### config.mk
export PLATFORM = sky130hd
export DESIGN_NAME = game_state_fsm
export DESIGN_NICKNAME = d
export VERILOG_FILES = /design/src/rtl/game_pkg.sv /design/src/rtl/bcd_add3.sv /design/src/rtl/game_state_fsm.sv
export SDC_FILE = /design/constraint.sdc
export NUM_CORES = 1
export LEC_CHECK = 0
export CORE_UTILIZATION = 30
export DETAILED_ROUTE_END_ITERATION = 6
export PLACE_DENSITY = 0.56
export SLEW_MARGIN = 20
export SYNTH_ARGS = -nofsm -noshare
export SYNTH_HDL_FRONTEND = slang
export SYNTH_SLANG_ARGS = --single-unit
### constraint.sdc
create_clock -name clk -period 4.6 [get_ports clk]
set_clock_uncertainty 0.15 [all_clocks]
set_input_delay 0.69 -clock clk [delete_from_list [all_inputs] [get_ports clk]]
set_output_delay 0.69 -clock clk [all_outputs]
set_load 0.01 [all_outputs]
### src/rtl/game_pkg.sv
// Shared types for the game sequencer: phase encoding, tile codes, BCD digit.
package game_pkg;

    typedef enum logic [2:0] {
        S_IDLE   = 3'd0,
        S_LOAD   = 3'd1,
        S_FREEZE = 3'd2,
        S_PLAY   = 3'd3,
        S_OVER   = 3'd4,
        S_WON    = 3'd5
    } state_t;

    localparam logic [1:0] TILETYPE_BACKGROUND = 2'b00;
    localparam logic [1:0] TILETYPE_FLOOR      = 2'b01;
    localparam logic [1:0] TILETYPE_GIFT       = 2'b10;
    localparam logic [1:0] TILETYPE_HOLE       = 2'b11;

    typedef logic [3:0] bcd_digit_t;

endpackage

### src/rtl/bcd_add3.sv
// Three-digit BCD adder with a single-digit addend; result clamps at 999.
module bcd_add3
    import game_pkg::*;
(
    input  logic [11:0] a,
    input  bcd_digit_t  b,
    output logic [11:0] sum
);

    logic [4:0] t0, t1, t2;
    logic       c0, c1, c2;
    bcd_digit_t s0, s1;

    always_comb begin
        t0 = {1'b0, a[3:0]} + {1'b0, b};
        c0 = (t0 > 5'd9);
        s0 = c0 ? 4'(t0 - 5'd10) : t0[3:0];
        t1 = {1'b0, a[7:4]} + {4'b0, c0};
        c1 = (t1 > 5'd9);
        s1 = c1 ? 4'(t1 - 5'd10) : t1[3:0];
        t2 = {1'b0, a[11:8]} + {4'b0, c1};
        c2 = (t2 > 5'd9);
        // a carry out of the hundreds digit means the true sum passed 999
        sum = c2 ? 12'h999 : {t2[3:0], s1, s0};
    end

endmodule

### src/rtl/game_state_fsm.sv
// Game phase sequencer: owns level, lives, BCD score, per-level countdown and motion gating.
module game_state_fsm
    import game_pkg::*;
#(
    parameter int LIVES_INIT     = 3,
    parameter int NUM_LEVELS     = 4,
    parameter int LEVEL_TIME_S   = 60,
    parameter int FRAMES_PER_SEC = 30,
    parameter int GIFT_POINTS    = 5,
    parameter int FREEZE_FRAMES  = 30
) (
    input  logic        clk,
    input  logic        reset,
    input  logic        startOfFrame,
    input  logic        start_key,
    input  logic        SingleHitPulse,
    input  logic [1:0]  TileType,
    output logic [2:0]  state,
    output logic [1:0]  level,
    output logic [1:0]  lives,
    output logic [11:0] score,
    output logic [6:0]  time_left,
    output logic        motion_en,
    output logic        level_load,
    output logic        game_over,
    output logic        game_won
);

    localparam int FRAME_W  = (FRAMES_PER_SEC > 1) ? $clog2(FRAMES_PER_SEC) : 1;
    localparam int FREEZE_W = $clog2(FREEZE_FRAMES + 1);

    state_t              state_q, state_d;
    logic [1:0]          level_q, level_d, lives_q, lives_d;
    logic [11:0]         score_q, score_d, score_sum;
    logic [6:0]          time_q, time_d;
    logic [FRAME_W-1:0]  frame_q, frame_d;
    logic [FREEZE_W-1:0] freeze_q, freeze_d;
    logic                start_q, start_edge, timeout;
    logic                motion_en_q, motion_en_d, level_load_q, level_load_d;
    logic                game_over_q, game_over_d, game_won_q, game_won_d;

    // start_q resets high so a key held through reset is not taken as a press
    assign start_edge = start_key & ~start_q;

    bcd_add3 u_bcd_add3 (
        .a   (score_q),
        .b   (4'(GIFT_POINTS)),
        .sum (score_sum)
    );

    always_ff @(posedge clk or posedge reset) begin
        if (reset) begin
            state_q      <= S_IDLE;
            level_q      <= '0;
            lives_q      <= 2'(LIVES_INIT);
            score_q      <= '0;
            time_q       <= 7'(LEVEL_TIME_S);
            frame_q      <= '0;
            freeze_q     <= '0;
            start_q      <= 1'b1;
            motion_en_q  <= 1'b0;
            level_load_q <= 1'b0;
            game_over_q  <= 1'b0;
            game_won_q   <= 1'b0;
        end else begin
            state_q      <= state_d;
            level_q      <= level_d;
            lives_q      <= lives_d;
            score_q      <= score_d;
            time_q       <= time_d;
            frame_q      <= frame_d;
            freeze_q     <= freeze_d;
            start_q      <= start_key;
            motion_en_q  <= motion_en_d;
            level_load_q <= level_load_d;
            game_over_q  <= game_over_d;
            game_won_q   <= game_won_d;
        end
    end

    always_comb begin
        state_d  = state_q;
        level_d  = level_q;
        lives_d  = lives_q;
        score_d  = score_q;
        time_d   = time_q;
        frame_d  = frame_q;
        freeze_d = freeze_q;
        timeout  = 1'b0;
        case (state_q)
            S_IDLE: begin
                if (start_edge) begin
                    lives_d = 2'(LIVES_INIT);
                    level_d = '0;
                    score_d = '0;
                    state_d = S_LOAD;
                end
            end
            S_LOAD: begin
                time_d   = 7'(LEVEL_TIME_S);
                frame_d  = '0;
                freeze_d = FREEZE_W'(FREEZE_FRAMES);
                state_d  = S_FREEZE;
            end
            S_FREEZE: begin
                if (startOfFrame) begin
                    freeze_d = freeze_q - FREEZE_W'(1);
                    if (freeze_q <= FREEZE_W'(1)) state_d = S_PLAY;
                end
            end
            S_PLAY: begin
                if (startOfFrame) begin
                    if (frame_q == FRAME_W'(FRAMES_PER_SEC - 1)) begin
                        frame_d = '0;
                        if (time_q != 7'd0) begin
                            time_d  = time_q - 7'd1;
                            timeout = (time_q == 7'd1);
                        end
                    end else begin
                        frame_d = frame_q + FRAME_W'(1);
                    end
                end
                if (SingleHitPulse && TileType == TILETYPE_GIFT) score_d = score_sum;
                // an exit hit takes priority over a timeout landing on the same edge
                if (SingleHitPulse && TileType == TILETYPE_HOLE) begin
                    if (level_q == 2'(NUM_LEVELS - 1)) begin
                        state_d = S_WON;
                    end else begin
                        level_d = level_q + 2'd1;
                        state_d = S_LOAD;
                    end
                end else if (timeout) begin
                    lives_d = lives_q - 2'd1;
                    state_d = (lives_q == 2'd1) ? S_OVER : S_LOAD;
                end
            end
            S_OVER, S_WON: begin
                if (start_edge) state_d = S_IDLE;
            end
            default: state_d = S_IDLE;
        endcase
    end

    always_comb begin
        motion_en_d  = (state_d == S_PLAY);
        level_load_d = (state_q == S_LOAD);
        game_over_d  = (state_d == S_OVER);
        game_won_d   = (state_d == S_WON);
    end

    assign state      = state_q;
    assign level      = level_q;
    assign lives      = lives_q;
    assign score      = score_q;
    assign time_left  = time_q;
    assign motion_en  = motion_en_q;
    assign level_load = level_load_q;
    assign game_over  = game_over_q;
    assign game_won   = game_won_q;

endmodule
==> qor.txt, run 1 <==
area grow syn2layout: 22.0%
Boundary Pins: 37
period utilization: 0.924
Initial Utilization: 0.315
total vias in the final route: 2,032
clk root buf: clkbuf_8
die area: 8600 um2
cts bufs inserted: 5
syn_nets: 291
drt pass-1 iters: 4
Detailed Place HPWL: 3.89 mm
critical path type: flip-flop to flip-flop
DRC Markers: 0
Routed Antenna Nets: 0
# hold bufs at CTS: 0
Main synth FF type: dfrtp_1
Syn Area/Cell: 9.25 um2
Crit. End Element: flip-flop
CTS tree: done
worst skew pair latency: 0.29 ns
IO Port Bufs: 36
RSZ-0062 raised after global routing: no
Logic pwr share: 0.402
post-synth top area share: 0.345
peak supply drop: 0.169 mV
clock sink total: 41
CP Max Fanout: 9
initial antenna violation count: 0
Async S/R FF share, synth: 1.00
Hold Path Stages: 1
commonest non-fill, non-tap cell in the layout: clkdlybuf4s50_1
dpl cells: 398
DR vias/cell: 5.00
FF-to-FF End: score[10]
CP cell instances: ha_1, nand2b_1, a21oi_1, buf_4, inv_1, ha_1, ha_1, mux2_2, o221ai_1, inv_1, ha_1, ha_1, nand2b_1, a31oi_1, o31a_1, a21oi_1, mux2i_1
FP Rows: 32
Worst Path Buf+Inv: 3
Hold Vio Cnt, Final: 0
nets@finish: 327
Worst path slowest cell: dfrtp_1
sequential fraction of the synthesis area: 0.419
R2R depth: 17
total power draw: 1390 uW
drt initial violations: 113
count of state elements after synthesis: 41
H-tree depth: 2
r2r setup slk: 0.35 ns
clock share of power: 0.170
Non-Filler Instances: 406
Setup-failing EPs final: 0
diode count: 0
library cells used by synthesis: 51
final WL: 5.56 mm
fmax: 235 MHz
Leakage: 0.00129 uW
Max-Cap Viols: 0
share of cells above drive strength 1: 0.0822
first-pass GRT wire length: 9.16 mm
most frequent cells in the layout: clkdlybuf4s50_1 (36), dfrtp_1 (34), nand2_1 (28), nor2_1 (23)
core footprint: 7850 um2
Post-Syn Area: 2470 um2
EDFF count, synth: 0
pwr/cell area: 460 nW/um2
WP data arrival: 4.32 ns
Seq pwr share: 0.428
Final min period: 4.25 ns
post-route setup TNS: 0 ns
vias in the first global route: 1,871
Die W: 92.7 um
slowest stage delay, CP: 0.44 ns
synth warn: 0
clk slew on worst S/H paths: 0.08 ns
sw frac: 0.375
worst hold endpoint: frame_q[4]
Area contributors post-synth: dfrtp_1 (34%), ha_1 (8.6%), dfstp_2 (7.5%)
Rel. slew slack: 0.396
clk buf depth: 2
final slew viol count: 0
Final GP Congestion: 0.868
Switching Power: 520 uW
Worst Path Required: 4.68 ns
Worst Hold Class: flip-flop to flip-flop
Cells after Synth: 267
Routed wire per std cell: 13.7 um
crit start category: flip-flop
Power Internal: 866 uW
Resized Gates After CTS: 0
status: finished clean
reg2reg start: score[0]
Die Ht: 92.7 um
cell family with most CP delay: adder cells
largest net degree at the start of global routing: 42
startpoint of the worst hold path: frame_q[4]
postcts setup bufs: 0
Remaining Overflow, GRT: 0
dominant cell type by area after synthesis: dfrtp_1
Top cell by count, worst path: ha_1
Tot GR Track Use: 0.137
Worst-Margin Slew: 0.898 ns
==> registers in the layout, indices dropped and copies added (netlist names) <==
signal and count:
frame_q 5, freeze_q 5, game_over 1, game_won 1
level 2, level_load 1, lives 2, motion_en 1
score 12, start_q 1, state 3, time_left 7
==> per-layer routing <==
metal / vias to the layer above / GRT usage / part of all wire
li1: 1023 / - / -
met1: 972 / 0.192 / 0.52
met2: 30 / 0.206 / 0.43
met3: 7 / 0.0263 / 0.031
met4: 0 / 0.0551 / 0.017
met5: - / 0 / 0
==> through the flow <==
stage               setup slack, ns  cell area, um2   util  hold WS (ns)
floorplan                     0.626            2470      -         0.297
global placement              0.578            2930  0.373         0.325
detailed placement            0.411            2930  0.373         0.336
CTS                           0.378            3010  0.384         0.350
global route                 0.0182            3010  0.384         0.382
finish                        0.352            3010  0.384         0.341
==> final cells by class <==
class | instances | area, um2
timing repair buffer | 38 | 375
fill | 838 | 4840
clock inverter | 2 | 10.0
multi-input combinational | 200 | 1330
inverter | 17 | 63.8
clock buffer | 6 | 72.6
sequential | 41 | 1030
tap | 102 | 128
==> how the worst max path moves through the flow <==
stage                endpoint      from  slack, ns  cells after the start
detailed placement  score[10]  score[0]       0.41                     17
finish              score[10]  score[0]       0.35                     17
CTS                 score[10]  score[0]       0.38                     17
global route        score[10]  score[0]       0.02                     17
floorplan           score[10]  score[0]       0.63                     17
global placement    score[10]  score[0]       0.58                     17
==> power groups by stage <==
stage / Clock (uW) / Combinational, uW / Sequential, uW
6_report: 235 / 558 / 593
3_5_place_dp: 0 / 561 / 600
2_1_floorplan: 0 / 346 / 588
5_1_grt: 255 / 625 / 612
3_3_place_gp: 0 / 557 / 599
4_1_cts: 243 / 565 / 594
==> cell usage after synthesis, types with 2 or more instances <==
library cell and count:
xnor2_1 10, nand3b_1 2, o21a_1 2, ha_1 17, dfstp_2 7, o22a_1 2
nand2_1 28, a31oi_1 3, clkbuf_1 6, nand2b_1 9, xor2_1 4, dfrtp_1 34
nand4_1 5, or3_2 2, nand3_1 10, inv_1 17, a22o_1 5, o31ai_1 4
mux2i_1 2, a211oi_1 3, buf_4 2, a21oi_1 16, nor2_1 23, nand4b_1 2
a2111oi_0 3, mux2_2 2, and3b_1 2, a21o_1 2, o21ai_0 11, nor3_1 11
==> logic make-up after synthesis <==
| group | Yosys count | synth area share |
|---|---|---|
| fa+ha+maj | 17 | 0.0862 |
| buf+inv | 26 | 0.0431 |
| xor+xnor | 14 | 0.0497 |
| compound gates | 61 | 0.168 |
| simple gates | 104 | 0.217 |
| flops | 41 | 0.419 |
| mux | 4 | 0.0172 |
Power figures use the tool's default switching activity.
==> run 2: changes to the inputs <==
Settings changed: DONT_BUFFER_PORTS from default to 1, PLACE_DENSITY 0.56 to 0.51, SLEW_MARGIN 20 to 40.
Clock period 4.6 ns to 4.4 ns, I/O delays scaled along.
==> qor.txt, run 2 (synthesized netlist as in run 1, its figures left out) <==
status: finished clean
fmax: 251 MHz (+6.6%)
cell family with most CP delay: adder cells
diode count: 0 (unchanged)
period utilization: 0.906 (-0.0179)
Placed Area: 2580 um2 (-12%)
Remaining Overflow, GRT: 0 (unchanged)
cell area after layout: 2700 um2 (-10%)
final slew viol count: 0 (unchanged)
CP Max Fanout: 9 (unchanged)
area grow syn2layout: 9.28%
FILL cells: 829 (-1.1%)
Crit. End Element: flip-flop
Initial Utilization: 0.315 (unchanged)
register area: 1030 um2 (unchanged)
Die W: 92.7 um (unchanged)
FP Rows: 32 (unchanged)
total vias in the final route: 1,908 (-6.1%)
# hold bufs at CTS: 0 (unchanged)
nets@finish: 292 (-11%)
die area: 8600 um2 (unchanged)
commonest non-fill, non-tap cell in the layout: dfrtp_1
post-route setup TNS: 0 ns (unchanged)
Die Ht: 92.7 um (unchanged)
RSZ-0062 raised after global routing: no
Largest register FFs: 12 (unchanged)
initial antenna violation count: 0 (unchanged)
Worst Path Required: 4.48 ns (-0.20 ns)
Resized Gates After CTS: 0 (unchanged)
critical path type: flip-flop to flip-flop
H-tree depth: 2 (unchanged)
clk root buf: clkbuf_8
Leakage: 0.00117 uW (-9.5%)
cts bufs inserted: 5 (unchanged)
DRC Markers: 0 (unchanged)
drt initial violations: 66 (-42%)
clk slew on worst S/H paths: 0.09 ns (about the same)
drt pass-1 iters: 4 (unchanged)
core footprint: 7850 um2 (unchanged)
Boundary Pins: 37 (unchanged)
IO Port Bufs: 0 (-100%)
share of cells above drive strength 1: 0.104 (+0.0219)
Worst Hold Class: input port to flip-flop
Hold Vio Cnt, Final: 0 (unchanged)
crit start category: flip-flop
Worst Path Buf+Inv: 2 (-1)
CTS tree: done
Setup-failing EPs final: 0 (unchanged)
vias in the first global route: 1,869 (-0.11%)
Worst-Margin Slew: 0.663 ns (-0.234 ns)
Top cell by count, worst path: ha_1
clock sink total: 41 (unchanged)
peak supply drop: 0.179 mV (+5.7%)
WP data arrival: 4.07 ns (-0.25 ns)
final WL: 5.39 mm (-3.2%)
Rel. slew slack: 0.555 (+0.159)
Final min period: 3.98 ns (-0.264 ns)
Detailed Place HPWL: 3.89 mm (about the same)
Final GP Congestion: 0.782 (-9.9%)
worst skew pair latency: 0.30 ns (about the same)
largest net degree at the start of global routing: 42 (unchanged)
CP cell instances: ha_1, nand2b_1, a21oi_1, inv_1, ha_1, ha_1, mux2_2, o221ai_1, inv_1, ha_1, ha_1, nand2b_1, a31oi_1, o31a_1, a21oi_1, mux2i_1
Max-Cap Viols: 0 (unchanged)
slowest stage delay, CP: 0.47 ns (+0.03 ns)
Routed Antenna Nets: 0 (unchanged)
most frequent cells in the layout: dfrtp_1 (34), nand2_1 (28), nor2_1 (23), ha_1 (17)
postcts setup bufs: 0 (unchanged)
Worst path slowest cell: dfrtp_1
Multi-input gate area: 1330 um2 (+0.47%)
DR vias/cell: 5.14 (+2.8%)
first-pass GRT wire length: 9.07 mm (-0.91%)
Tot GR Track Use: 0.135 (-0.00180)
Routed wire per std cell: 14.5 um (+6.0%)
clk buf depth: 2 (unchanged)
pwr/cell area: 513 nW/um2 (+12%)
[run 2: layout make-up]
| type | count | share of cell area |
|---|---|---|
| clock buffers | 5 | 0.0255 |
| repair buffers | 3 | 0.00835 |
| flip-flops and latches | 41 | 0.384 |
| multi-input cells | 200 | 0.494 |
| clock inverters | 3 | 0.0172 |
| well taps | 102 | 0.0473 |
| inverters | 17 | 0.0237 |
[run 2: worst reg2reg max path: stages (launching register included)]
cell and delay (ns):
dfrtp_1 0.47, ha_1 0.27, nand2b_1 0.15, a21oi_1 0.18, inv_1 0.07, ha_1 0.24
ha_1 0.27, mux2_2 0.29, o221ai_1 0.21, inv_1 0.07, ha_1 0.23, ha_1 0.31
nand2b_1 0.15, a31oi_1 0.20, o31a_1 0.37, a21oi_1 0.12, mux2i_1 0.15
[run 2: per-layer routing]
layer / global-route usage / share of wire / vias up
met1: 0.174 / 0.47 / 919
met5: 0 / 0 / -
li1: - / - / 957
met4: 0.0385 / 0.014 / 0
met3: 0.0468 / 0.054 / 5
met2: 0.213 / 0.46 / 27
[run 2: final timing paths]
path / depth (start not counted) / end / start / slack, ns
max: 16 / score[10] / score[0] / 0.42
min: 0 / start_q / start_key / 0.21
max reg2reg: 16 / score[10] / score[0] / 0.42
min reg2reg: 1 / frame_q[4] / frame_q[4] / 0.35
max in group asynchronous: 2 / start_q / reset / 3.49
min in group asynchronous: 2 / score[0] / reset / 0.22
[run 2: metrics by stage]
step                 util  power, uW  instances  worst slack [ns]  hold WS [ns]
floorplan               -        976        267             0.426         0.297
CTS                 0.344       1410        371             0.382         0.199
finish              0.344       1390        371             0.415         0.208
global route        0.344       1500        371            0.0345         0.190
global placement    0.328       1080        363             0.517         0.319
detailed placement  0.329       1090        363             0.436         0.323
[run 2: power breakdown]
group | switching, uW | total (uW) | internal, uW
combinational | 218 | 413 | 195
clock | 140 | 310 | 170
sequential | 175 | 662 | 488
